File: config.mk
export PLATFORM = sky130hd
export DESIGN_NAME = overlay_ram_ctrl_flat
export DESIGN_NICKNAME = d
export VERILOG_FILES = /design/src/rtl/overlay_pkg.sv /design/src/rtl/overlay_ram_ctrl_if.sv /design/src/rtl/overlay_clear_sweep.sv /design/src/rtl/overlay_ram_ctrl.sv /design/src/flat_wrapper.sv
export SDC_FILE = /design/constraint.sdc
export NUM_CORES = 1
export LEC_CHECK = 0
export CAP_MARGIN = 20
export CORE_ASPECT_RATIO = 0.7
export CORE_UTILIZATION = 45
export CTS_BUF_LIST = sky130_fd_sc_hd__clkbuf_8
export DETAILED_ROUTE_END_ITERATION = 16
export PLACE_DENSITY = 0.75
export SLEW_MARGIN = 20
export SYNTH_ARGS = -nofsm -noshare
export SYNTH_HDL_FRONTEND = slang
export SYNTH_HIERARCHICAL = 1
export SYNTH_SLANG_ARGS = --single-unit
File: constraint.sdc
create_clock -name CLK -period 3 [get_ports CLK]
set_input_delay 0.3 -clock CLK [delete_from_list [all_inputs] [get_ports CLK]]
set_output_delay 0.3 -clock CLK [all_outputs]
set_load 0.01 [all_outputs]
File: src/rtl/overlay_pkg.sv
// Shared types and constants for the overlay RAM controller and its clear sweep.
package overlay_pkg;
   typedef enum logic [1:0] {IDLE = 2'd0, CLEAR = 2'd1, DONE = 2'd2} state_t;

   localparam int ADDR_W  = 20;
   localparam int MARK_W  = 2;
   localparam int COORD_W = 10;

   localparam logic [MARK_W-1:0] MARK_NONE   = 2'b00;
   localparam logic [MARK_W-1:0] MARK_BRIGHT = 2'b11;

   // RAM address layout is {X, Y}.
   function automatic logic [ADDR_W-1:0] pack_addr(input logic [COORD_W-1:0] x,
                                                   input logic [COORD_W-1:0] y);
      return {x, y};
   endfunction
endpackage

File: src/rtl/overlay_ram_ctrl_if.sv
// Host handshake plus both RAM ports. master = controller side, slave = host/RAM side.
interface overlay_ram_ctrl_if;
   import overlay_pkg::*;

   logic                host_req;
   logic                host_we;
   logic [ADDR_W-1:0]   host_addr;
   logic [MARK_W-1:0]   host_wdata;
   logic                host_gnt;
   logic                host_rvalid;
   logic [MARK_W-1:0]   host_rdata;
   logic [ADDR_W-1:0]   ram_rdaddress;
   logic [ADDR_W-1:0]   ram_wraddress;
   logic [MARK_W-1:0]   ram_data;
   logic                ram_wren;
   logic [MARK_W-1:0]   ram_q;

   modport master (
      input  host_req, host_we, host_addr, host_wdata, ram_q,
      output host_gnt, host_rvalid, host_rdata,
             ram_rdaddress, ram_wraddress, ram_data, ram_wren
   );

   modport slave (
      output host_req, host_we, host_addr, host_wdata, ram_q,
      input  host_gnt, host_rvalid, host_rdata,
             ram_rdaddress, ram_wraddress, ram_data, ram_wren
   );
endinterface

File: src/rtl/overlay_clear_sweep.sv
// X/Y sweep counter for the frame clear: Y inner, X outer, steps once per enabled cycle
// and wraps to {0,0} after the last pixel so the next clear starts clean.
module overlay_clear_sweep
   import overlay_pkg::*;
#(
   parameter int H_ACTIVE = 640,
   parameter int V_ACTIVE = 480
) (
   input  logic              clk,
   input  logic              rst_n,
   input  logic              en,
   output logic [ADDR_W-1:0] addr,
   output logic              last
);
   localparam logic [COORD_W-1:0] X_MAX = COORD_W'(H_ACTIVE - 1);
   localparam logic [COORD_W-1:0] Y_MAX = COORD_W'(V_ACTIVE - 1);

   logic [COORD_W-1:0] x_q, x_d, y_q, y_d;

   assign last = (x_q == X_MAX) && (y_q == Y_MAX);
   assign addr = pack_addr(x_q, y_q);

   always_comb begin
      x_d = x_q;
      y_d = y_q;
      if (en) begin
         if (y_q == Y_MAX) begin
            y_d = '0;
            x_d = last ? '0 : x_q + COORD_W'(1);
         end else begin
            y_d = y_q + COORD_W'(1);
         end
      end
   end

   always_ff @(posedge clk or negedge rst_n) begin
      if (!rst_n) begin
         x_q <= '0;
         y_q <= '0;
      end else begin
         x_q <= x_d;
         y_q <= y_d;
      end
   end
endmodule

File: src/rtl/overlay_ram_ctrl.sv
// Overlay RAM sequencer: raster reads, write-port arbitration (clear > mark > host write)
// and host reads in blanking. Every output is a flop.
module overlay_ram_ctrl
   import overlay_pkg::*;
#(
   parameter int H_ACTIVE = 640,
   parameter int V_ACTIVE = 480,
   parameter int WR_LAG   = 4
) (
   input  logic               CLK,
   input  logic               RESET_N,
   input  logic [COORD_W-1:0] VGA_X,
   input  logic [COORD_W-1:0] VGA_Y,
   input  logic               pix_valid,
   input  logic               run,
   input  logic               clear_req,
   input  logic               mark_en,
   input  logic [MARK_W-1:0]  mark_val,
   output logic               busy,
   output logic               clear_done,
   overlay_ram_ctrl_if.master bus
);
   state_t              state_q, state_d;
   logic                run_q;
   logic                busy_q, busy_d;
   logic                clear_done_q, clear_done_d;
   logic                host_gnt_q, host_gnt_d;
   logic [1:0]          rd_vld_q, rd_vld_d;
   logic                host_rvalid_q, host_rvalid_d;
   logic [MARK_W-1:0]   host_rdata_q, host_rdata_d;
   logic [ADDR_W-1:0]   rdaddr_q, rdaddr_d;
   logic [ADDR_W-1:0]   wraddr_q, wraddr_d;
   logic [MARK_W-1:0]   wdata_q, wdata_d;
   logic                wren_q, wren_d;

   logic                clr_start, clr_act, sweep_last;
   logic                mark_ok, host_free, wr_gnt, rd_gnt;
   logic [ADDR_W-1:0]   sweep_addr;
   logic [COORD_W-1:0]  lag_x;

   // The request cycle itself issues write {0,0}, giving one cycle from request to first write.
   assign clr_start = (state_q == IDLE) && (clear_req || (run && !run_q));
   assign clr_act   = clr_start || (state_q == CLEAR);

   overlay_clear_sweep #(.H_ACTIVE(H_ACTIVE), .V_ACTIVE(V_ACTIVE)) u_sweep (
      .clk   (CLK),
      .rst_n (RESET_N),
      .en    (clr_act),
      .addr  (sweep_addr),
      .last  (sweep_last)
   );

   always_comb begin
      state_d = state_q;
      case (state_q)
         IDLE:    if (clr_start) state_d = CLEAR;
         CLEAR:   if (sweep_last) state_d = DONE;
         DONE:    state_d = IDLE;
         default: state_d = IDLE;
      endcase
   end

   always_comb begin
      lag_x     = VGA_X - COORD_W'(WR_LAG);
      mark_ok   = mark_en && pix_valid && (VGA_X >= COORD_W'(WR_LAG)) && !clr_act;
      // One transaction in flight: block the cycle after a grant and the whole read pipe.
      host_free = !clr_act && !host_gnt_q && (rd_vld_q == 2'b00);
      wr_gnt    = host_free && bus.host_req && bus.host_we && (!pix_valid || !mark_en);
      rd_gnt    = host_free && bus.host_req && !bus.host_we && !pix_valid;

      busy_d       = clr_act;
      clear_done_d = (state_q == DONE);
      host_gnt_d   = wr_gnt || rd_gnt;
      rd_vld_d     = {rd_vld_q[0], rd_gnt};

      wren_d   = clr_act || mark_ok || wr_gnt;
      wraddr_d = wraddr_q;
      wdata_d  = wdata_q;
      if (clr_act) begin
         wraddr_d = sweep_addr;
         wdata_d  = MARK_NONE;
      end else if (mark_ok) begin
         wraddr_d = pack_addr(lag_x, VGA_Y);
         wdata_d  = mark_val;
      end else if (wr_gnt) begin
         wraddr_d = bus.host_addr;
         wdata_d  = bus.host_wdata;
      end

      rdaddr_d = rdaddr_q;
      if (pix_valid)   rdaddr_d = pack_addr(VGA_X, VGA_Y);
      else if (rd_gnt) rdaddr_d = bus.host_addr;

      // ram_q is valid the cycle after the address; capture it then for t+2 delivery.
      host_rvalid_d = rd_vld_q[1];
      host_rdata_d  = rd_vld_q[1] ? bus.ram_q : host_rdata_q;
   end

   always_ff @(posedge CLK or negedge RESET_N) begin
      if (!RESET_N) begin
         state_q       <= IDLE;
         run_q         <= 1'b0;
         busy_q        <= 1'b0;
         clear_done_q  <= 1'b0;
         host_gnt_q    <= 1'b0;
         rd_vld_q      <= 2'b00;
         host_rvalid_q <= 1'b0;
         host_rdata_q  <= '0;
         rdaddr_q      <= '0;
         wraddr_q      <= '0;
         wdata_q       <= '0;
         wren_q        <= 1'b0;
      end else begin
         state_q       <= state_d;
         run_q         <= run;
         busy_q        <= busy_d;
         clear_done_q  <= clear_done_d;
         host_gnt_q    <= host_gnt_d;
         rd_vld_q      <= rd_vld_d;
         host_rvalid_q <= host_rvalid_d;
         host_rdata_q  <= host_rdata_d;
         rdaddr_q      <= rdaddr_d;
         wraddr_q      <= wraddr_d;
         wdata_q       <= wdata_d;
         wren_q        <= wren_d;
      end
   end

   assign busy              = busy_q;
   assign clear_done        = clear_done_q;
   assign bus.host_gnt      = host_gnt_q;
   assign bus.host_rvalid   = host_rvalid_q;
   assign bus.host_rdata    = host_rdata_q;
   assign bus.ram_rdaddress = rdaddr_q;
   assign bus.ram_wraddress = wraddr_q;
   assign bus.ram_data      = wdata_q;
   assign bus.ram_wren      = wren_q;
endmodule

File: src/flat_wrapper.sv
// flat-port wrapper written by rule: the top's interface ports become plain ports
module overlay_ram_ctrl_flat import overlay_pkg::*;
#(
   parameter int H_ACTIVE = 640,
   parameter int V_ACTIVE = 480,
   parameter int WR_LAG   = 4
)
  (CLK, RESET_N, VGA_X, VGA_Y, pix_valid, run, clear_req, mark_en, mark_val, busy, clear_done, bus_host_req, bus_host_we, bus_host_addr, bus_host_wdata, bus_ram_q, bus_host_gnt, bus_host_rvalid, bus_host_rdata, bus_ram_rdaddress, bus_ram_wraddress, bus_ram_data, bus_ram_wren);
  overlay_ram_ctrl_if bus_i ();
  input  logic CLK;
  input  logic RESET_N;
  input  logic [COORD_W-1:0] VGA_X;
  input  logic [COORD_W-1:0] VGA_Y;
  input  logic pix_valid;
  input  logic run;
  input  logic clear_req;
  input  logic mark_en;
  input  logic [MARK_W-1:0] mark_val;
  output logic busy;
  output logic clear_done;
  input wire logic [$bits(bus_i.host_req)-1:0] bus_host_req;
  input wire logic [$bits(bus_i.host_we)-1:0] bus_host_we;
  input wire logic [$bits(bus_i.host_addr)-1:0] bus_host_addr;
  input wire logic [$bits(bus_i.host_wdata)-1:0] bus_host_wdata;
  input wire logic [$bits(bus_i.ram_q)-1:0] bus_ram_q;
  output wire logic [$bits(bus_i.host_gnt)-1:0] bus_host_gnt;
  output wire logic [$bits(bus_i.host_rvalid)-1:0] bus_host_rvalid;
  output wire logic [$bits(bus_i.host_rdata)-1:0] bus_host_rdata;
  output wire logic [$bits(bus_i.ram_rdaddress)-1:0] bus_ram_rdaddress;
  output wire logic [$bits(bus_i.ram_wraddress)-1:0] bus_ram_wraddress;
  output wire logic [$bits(bus_i.ram_data)-1:0] bus_ram_data;
  output wire logic [$bits(bus_i.ram_wren)-1:0] bus_ram_wren;
  assign bus_i.host_req = bus_host_req;
  assign bus_i.host_we = bus_host_we;
  assign bus_i.host_addr = bus_host_addr;
  assign bus_i.host_wdata = bus_host_wdata;
  assign bus_i.ram_q = bus_ram_q;
  assign bus_host_gnt = bus_i.host_gnt;
  assign bus_host_rvalid = bus_i.host_rvalid;
  assign bus_host_rdata = bus_i.host_rdata;
  assign bus_ram_rdaddress = bus_i.ram_rdaddress;
  assign bus_ram_wraddress = bus_i.ram_wraddress;
  assign bus_ram_data = bus_i.ram_data;
  assign bus_ram_wren = bus_i.ram_wren;
  overlay_ram_ctrl #(.H_ACTIVE(H_ACTIVE), .V_ACTIVE(V_ACTIVE), .WR_LAG(WR_LAG)) u_core (.CLK(CLK), .RESET_N(RESET_N), .VGA_X(VGA_X), .VGA_Y(VGA_Y), .pix_valid(pix_valid), .run(run), .clear_req(clear_req), .mark_en(mark_en), .mark_val(mark_val), .busy(busy), .clear_done(clear_done), .bus(bus_i));
endmodule
==> impl_metrics.toml, run 1 <==
[final_layout]
drive_gt1_frac = 0.0992
antenna_cells = 0
area_growth_pct = 34.3
num-nets-final = 567

[power]
power_frac_comb = 0.214
power_leakage_uw = 0.00213
pwr-share-seq = 0.440
power_density_mw_per_mm2 = 537
p_clk_frac = 0.347
p_sw_uw = 789
ir_worst_vdd_v = 0.000448
internal_power_uw = 2020
power.total_uw = 2810
switching_share = 0.281

[floorplanning]
die_h_um = 79.8
ios = 103
die_w_um = 113
initial_core_util = 0.480
die_area_mm2 = 0.00903
core-area_mm2 = 0.00811
fp-row-count = 27

[synth]
synthTopCellsByArea = "dfrtp_1 48%, nand3_1 5.8%, o211ai_1 4.4%"
synth_ff_type = "dfrtp_1"
yosys_warnings = 6
synthesis.instances = 415
avgSynthCellArea_um2 = 9.38
synth_async_sr_flop_share = 1.00
synthesis.nets = 473
syn_area_mm2 = 0.00389
synth_seq_area_share = 0.476
yosysTopAreaCellShare = 0.476
synth_cell_types = 59
synth_top_area_cell = "dfrtp_1"
synth-seq-cells = 74
synth_edf_count = 0

[timing]
slew_violations = 0
hold_viol = 0
holdWs_ps = 168
tightest_slew_ps = 943
fin_crit_ps = 2470
maxSlewHeadroom = 0.371
fin_crit_sh = 0.823
setup_slack_ps = 531
max_freq_mhz = 405
setup_viol = 0
fin_skew_ps = 8.61
rsz0062_at_grt = "false"
tns_ps = 0

[clock_tree]
cts_num_sinks = 74
clkTransAtPathRegs_ps = 80
cts_buffer_depth = 2
cts_hold_buf = 0
worst_skew_pair.late_latency_ps = 360
cts_buffers = 9
cts_tree = "built"
htree_levels = 3
cts_resized = 0
cts_root_buffer = "clkbuf_8"
post-cts-setup-buffers = 0

[worst_setup_path]
cp.required_ps = 3240
worstSetupPathType = "in2reg"
cp_max_fo = 19
cp-end-kind = "flip-flop"
start_kind = "primary input"
worstPathArrival_ps = 2710

[route]
postRouteAntennaNets = 0
vias = 3715
routed_wl_um = 11500
dr.first_iter.drc_count = 398
dr.pass1.iters = 5
wire_per_inst_um = 18.7
routed_via_density = 6.04
drc = 0

[place]
place.gp.congestion = 0.950
dp_hpwl_um = 8030
port-buffer-count = 102
pre_cts_ws_ps = 218

[global_routing]
antenna_found_initial = 0
grt_pass1_wl_um = 18300
grt_start_max_net_pins = 75
overflow = 0
grt_pass1_vias = 3610
grt_util_all_layers = 0.266

[flow_run]
maxCapViolCount = 0

[min_path]
min_path_type = "in2async"

[status]
status = "finished, final reports clean"
## stage by stage
stage / utilization / std cells / instance area [um2]
CTS: 0.645 / 615 / 5230
global placement: 0.614 / 599 / 4980
finish: 0.645 / 615 / 5230
floorplan: - / 415 / 3890
global route: 0.645 / 615 / 5230
detailed placement: 0.614 / 599 / 4980
## logic make-up (layout without fill, tap and decap cells)
kind of cell	count (synthesis)	in the layout	share of synthesized area
multiplexers	3	3	0.00835
adder cells (fa/ha/maj)	4	4	0.0129
buffers and inverters	56	155	0.0620
XOR/XNOR	14	14	0.0315
AND/OR/NAND/NOR	154	154	0.208
flip-flops	74	74	0.476
AO/OA/AOI/OAI	110	110	0.201
## cell type report
cell class | count | area, um2
fill | 679 | 2880
sequential | 74 | 1850
multi-input combinational | 285 | 1800
timing repair buffer | 113 | 1100
clock buffer | 11 | 151
tap | 101 | 126
clock inverter | 5 | 100
inverter | 26 | 97.6
## worst max-delay path: stages
cell	delay, ps
clkdlybuf4s50_1	580
inv_1	100
ha_1	210
or3b_1	240
a41oi_2	170
nor3_4	670
inv_2	150
o221a_1	290
## power by group through the flow
stage | logic (uW) | clock network [uW] | registers, uW
final | 600 | 972 | 1230
after floorplan | 270 | 0 | 1250
after CTS | 602 | 985 | 1230
after global routing | 651 | 1030 | 1250
after global placement | 580 | 0 | 1250
after detailed placement | 595 | 0 | 1250
## registers in the layout, indices dropped and copies added, names as in the netlist
| name | flops |
|---|---|
| u_core/bus.host_gnt | 1 |
| u_core/bus.host_rdata | 2 |
| u_core/bus.host_rvalid | 1 |
| u_core/bus.ram_data | 2 |
| u_core/bus.ram_rdaddress | 20 |
| u_core/bus.ram_wraddress | 20 |
| u_core/bus.ram_wren | 1 |
| u_core/busy | 1 |
| u_core/clear_done | 1 |
| u_core/rd_vld_q | 2 |
| u_core/run_q | 1 |
| u_core/state_q | 2 |
| u_core/u_sweep/x_q | 10 |
| u_core/u_sweep/y_q | 10 |
## layer usage
layer  wire length (um)  global-route usage
met5                  0                   0
met4                253              0.0987
met3                949              0.0706
met2               5300               0.412
met1               5020               0.359
## placed cells by master (no fill, tap or decap), types with 4 or more instances in the layout
cell type and count:
a31oi_1 23, a32oi_1 18, and3_1 5, buf_4 11, clkbuf_8 11, clkdlybuf4s50_1 101
dfrtp_1 74, ha_1 4, inv_1 24, nand2_1 41, nand3_1 45, nand4_1 5
nor2_1 28, o211ai_1 23, o21ai_0 27, xnor2_1 6, xor2_1 8
## cells in the mapped netlist (2+ instances only)
library cell  instances
dfrtp_1              74
buf_6                 2
nand2_1              41
inv_1                24
or3_2                 3
nor3_1                3
a21o_1                2
a2bb2oi_1             2
and3_1                5
nor2_1               28
a32oi_1              18
mux2_2                2
a31oi_1              23
a211o_1               2
xor2_1                8
ha_1                  4
nand2b_1              3
or4_4                 2
o21ai_0              27
o211ai_1             23
nand3_1              45
clkbuf_1             21
xnor2_1               6
buf_2                 5
nand4_1               5
inv_2                 2
nor2b_1               2
nor3b_1               2
## worst paths after layout
path | end | from | depth (start not counted) | slack, ps
max in group asynchronous | u_core/bus.host_rdata[1] | RESET_N | 2 | 2220
hold / removal | u_core/state_q[1] | RESET_N | 2 | 170
min in group CLK | u_core/rd_vld_q[1] | u_core/rd_vld_q[0] | 0 | 380
hold reg to reg | u_core/rd_vld_q[1] | u_core/rd_vld_q[0] | 0 | 380
setup / recovery | u_core/bus.ram_wraddress[17] | VGA_X[3] | 8 | 530
setup reg to reg | u_core/bus.ram_rdaddress[10] | u_core/rd_vld_q[1] | 4 | 700
Note: power is estimated with default switching activity, not from simulation.
==> run 2: changes to the inputs <==
PLACE_DENSITY = 0.78   (was 0.75)
clock period = 2 ns   (was 3 ns; I/O delays follow)
==> run 2 against run 1 <==
  * Via count increased by 5.1%
  * Combinational power increased by 58%
  * Final cell count increased by 4.9%
  * Non-clock buffer count increased by 30
  * Hold slack improved by 170 ps
  * Die area unchanged
  * Clock skew decreased by 0.66 ps
  * Sequential share of layout area decreased by 1.6 points
  * Count of clock-buffer cells in the layout decreased by 1
  * First-iteration DRC count decreased by 27%
  * Critical endpoint is now u_core/bus.ram_wraddress[18]
  * Largest cell class unchanged
  * Largest power group unchanged
==> impl_metrics.toml, run 2 (same netlist as run 1, synthesis figures left out) <==
[floorplanning]
die_area_mm2 = 0.00903
die_h_um = 79.8
die_w_um = 113
initial_core_util = 0.480
ios = 103
fp-row-count = 27
core-area_mm2 = 0.00811

[clock_tree]
cts_buffer_depth = 2
clkTransAtPathRegs_ps = 80
cts_num_sinks = 74
post-cts-setup-buffers = 0
cts_root_buffer = "clkbuf_8"
worst_skew_pair.late_latency_ps = 350
cts_buffers = 9
htree_levels = 3
cts_tree = "built"

[power]
power_leakage_uw = 0.00228
power.total_uw = 4100
power_density_mw_per_mm2 = 748
ir_worst_vdd_v = 0.000658

[place]
place.gp.congestion = 0.955
port-buffer-count = 102
dp_cells = 628
dp_hpwl_um = 8880
pre_cts_ws_ps = -293

[global_routing]
grt_util_all_layers = 0.285
grt_pass1_wl_um = 19700
antenna_found_initial = 0
grt_start_max_net_pins = 63
overflow = 0
grt_pass1_vias = 3835

[route]
dr.pass1.iters = 5
dr.first_iter.drc_count = 289
routed_wl_um = 12200
drc = 0
postRouteAntennaNets = 0
routed_via_density = 6.05
wire_per_inst_um = 18.9
vias = 3905

[timing]
slew_violations = 0
setup_viol = 0
maxSlewHeadroom = 0.695
tns_ps = 0
max_freq_mhz = 525
fin_skew_ps = 7.96
fin_crit_sh = 0.953
setup_slack_ps = 93.9
rsz0062_at_grt = "false"
hold_viol = 0
fin_crit_ps = 1910
tightest_slew_ps = 453

[worst_setup_path]
worstPathArrival_ps = 2180
cp_max_fo = 3
worstSetupPathType = "in2reg"
cp-end-kind = "flip-flop"
start_kind = "primary input"
cp.required_ps = 2270

[status]
status = "finished, final reports clean"

[min_path]
min_path_type = "in2async"

[final_layout]
antenna_cells = 0
area_growth_pct = 40.8
drive_gt1_frac = 0.149
finalNonFillerCells = 645
mostFrequentLayoutCell = "clkdlybuf4s50_1"
num-nets-final = 597
mostFrequentLayoutCells = "101 x clkdlybuf4s50_1, 74 x dfrtp_1, 45 x nand3_1"

[flow_run]
maxCapViolCount = 0
## run 2: cell types whose count changed in the layout (fill, tap and decap cells not counted), moves of 2 or more
cell	delta
buf_4	+27
buf_6	+2
clkinv_2	+2
or3_2	-3
or3_4	+3
## run 2: timing repair
item	4_1_cts	5_1_grt
hold endpoints to repair	33	0
gates resized for setup	0	3
hold buffers	1	0
endpoints found under the setup margin	0	12
## run 2: per-layer routing
metal  share of wire  track usage
met1            0.43        0.380
met2            0.48        0.468
met5               0            0
met3           0.078       0.0516
met4           0.014        0.104
## run 2: final timing paths
path | start | end | slack, ps | depth (start not counted)
setup reg to reg | u_core/run_q | u_core/u_sweep/x_q[7] | 110 | 7
hold / removal | RESET_N | u_core/run_q | 330 | 2
max in group asynchronous | RESET_N | u_core/bus.ram_data[0] | 1070 | 3
hold reg to reg | u_core/rd_vld_q[0] | u_core/rd_vld_q[1] | 390 | 0
setup / recovery | VGA_X[3] | u_core/bus.ram_wraddress[18] | 90 | 7
min in group CLK | run | u_core/run_q | 380 | 1
## run 2: cell type report
cell class | count | area (um2)
sequential | 74 | 1850
clock buffer | 10 | 138
timing repair buffer | 143 | 1350
inverter | 26 | 105
fill | 655 | 2630
multi-input combinational | 285 | 1830
clock inverter | 6 | 80.1
tap | 101 | 126
## run 2: worst max-delay path, cell delays in order
cell and delay [ps]:
clkdlybuf4s50_1 430, inv_1 80, ha_1 190, or3b_1 440
a2111o_1 380, a211o_1 270, a32oi_2 180
## run 2: stage by stage
stage	hold slack (ps)	utilization	instance area (um2)
final	334	0.676	5480
after CTS	340	0.674	5460
after global routing	382	0.676	5480
after detailed placement	179	0.646	5240
after global placement	176	0.646	5240
after floorplan	-95.6	-	3950
## run 2: report_power, final
| part | switching (uW) | internal, uW |
|---|---|---|
| sequential | 183 | 1670 |
| combinational | 450 | 500 |
| clock | 567 | 728 |
| total | 1200 | 2900 |
==> run 3: changes to the inputs <==
CORE_ASPECT_RATIO = unset   (was 0.7)
SKIP_LAST_GASP = 1   (was unset)
==> run 3 against run 2 <==
  * Final area grew 0.96%
  * First-iteration DRC count is 63% higher
  * Flip-flop and latch count unchanged
  * Critical endpoint unchanged
  * Highest routed layer unchanged
==> impl_metrics.toml, run 3 (same netlist as run 1, synthesis figures left out) <==
[worst_setup_path]
start_kind = "primary input"
cp_max_fo = 3
critPathLaunch = "VGA_X[2]"
slowest_delay_ps = 500
worstPathArrival_ps = 2230
cp-end-kind = "flip-flop"
crit_chain = "clkdlybuf4s50_1, ha_1, or3b_1, a2111o_1, a211o_1, a32oi_2"
cp_top_family = "compound AO/OA/AOI/OAI gates"
cp.required_ps = 2270
worstSetupPathType = "in2reg"
r2r-start = "u_core/run_q"
crit_slowest_cell = "clkdlybuf4s50_1"
crit_buf_inv = 1

[final_layout]
finalNonFillerCells = 651
final_area_mm2 = 0.00553
area_growth_pct = 42.1
antenna_cells = 0
num-nets-final = 599
drive_gt1_frac = 0.150
mostFrequentLayoutCell = "clkdlybuf4s50_1"
mostFrequentLayoutCells = "101 x clkdlybuf4s50_1, 74 x dfrtp_1, 45 x nand3_1"
fill_cells = 635

[timing]
fin_crit_sh = 0.979
rsz0062_at_grt = "false"
fin_crit_ps = 1960
maxSlewHeadroom = 0.608
max_freq_mhz = 510
fin_skew_ps = 8.18
tightest_slew_ps = 588
tns_ps = 0
slew_violations = 0
setup_slack_ps = 41.0
setup_viol = 0
holdWs_ps = 314
hold_viol = 0

[floorplanning]
die_h_um = 95.0
die_w_um = 95.0
ios = 103
core-area_mm2 = 0.00830
fp-row-count = 33
die_area_mm2 = 0.00903
initial_core_util = 0.469

[place]
postPlaceCellArea_mm2 = 0.00529
pre_cts_ws_ps = -311
place.gp.congestion = 0.869
dp_cells = 634
port-buffer-count = 102
dp_hpwl_um = 8450

[route]
routed_via_density = 5.84
vias = 3799
dr.pass1.iters = 7
postRouteAntennaNets = 0
routed_wl_um = 11300
dr.first_iter.drc_count = 471
drc = 0
wire_per_inst_um = 17.4

[power]
ir_worst_vdd_v = 0.000490
power_density_mw_per_mm2 = 736
power_leakage_uw = 0.00230

[clock_tree]
post-cts-setup-buffers = 0
cts_buffers = 9
clkTransAtPathRegs_ps = 80
worst_skew_pair.late_latency_ps = 350
cts_num_sinks = 74
htree_levels = 3
cts_root_buffer = "clkbuf_8"
cts_tree = "built"
cts_buffer_depth = 2

[min_path]
min_path_type = "in2async"

[global_routing]
grt_util_all_layers = 0.261
grt_pass1_wl_um = 18000
grt_pass1_vias = 3604
antenna_found_initial = 0
grt_start_max_net_pins = 63
overflow = 0

[status]
status = "finished, final reports clean"

[flow_run]
maxCapViolCount = 0
run 3: cell type report:
| type | instances | area (um2) | area share |
|---|---|---|---|
| clock buffers | 10 | 138 | 0.0249 |
| clock inverters | 6 | 81.3 | 0.0147 |
| repair buffers | 145 | 1400 | 0.252 |
| well taps | 105 | 131 | 0.0237 |
| inverters | 26 | 105 | 0.0190 |
| flip-flops and latches | 74 | 1850 | 0.335 |
| multi-input cells | 285 | 1830 | 0.331 |
run 3: power breakdown:
group / total [uW] / switching [uW] / internal [uW]
Sequential: 1850 / 182 / 1670
Combinational: 946 / 438 / 508
Clock: 1280 / 549 / 728
Total: 4080 / 1170 / 2910
run 3: path summary, 6_finish.rpt:
kind	to	slack (ps)	cells after the start
worst min register to register	u_core/rd_vld_q[1]	380	0
worst max-delay path	u_core/bus.ram_wraddress[18]	40	6
min in group CLK	u_core/run_q	380	1
max in group asynchronous	u_core/bus.ram_rdaddress[1]	1150	3
worst min-delay path	u_core/state_q[1]	310	2
worst max register to register	u_core/u_sweep/x_q[7]	130	7
run 3: what timing repair did:
| item | 4_1_cts | 5_1_grt |
|---|---|---|
| setup endpoints to repair | 0 | 12 |
| hold buffers | 1 | 0 |
| gates resized for setup | 0 | 2 |
| endpoints found under the hold margin | 14 | 0 |
run 3: metrics by stage:
step / util / power (uW)
3_3_place_gp: 0.637 / 2780
6_report: 0.667 / 4080
3_5_place_dp: 0.637 / 2800
4_1_cts: 0.665 / 4090
2_1_floorplan: - / 2280
5_1_grt: 0.667 / 4280
run 3: metal layers:
layer,global-route usage,share of wire,vias to the layer above
li1,-,-,1778
met1,0.371,0.44,1828
met2,0.405,0.47,179
met3,0.0367,0.071,14
met4,0.0985,0.017,0
met5,0,0,-
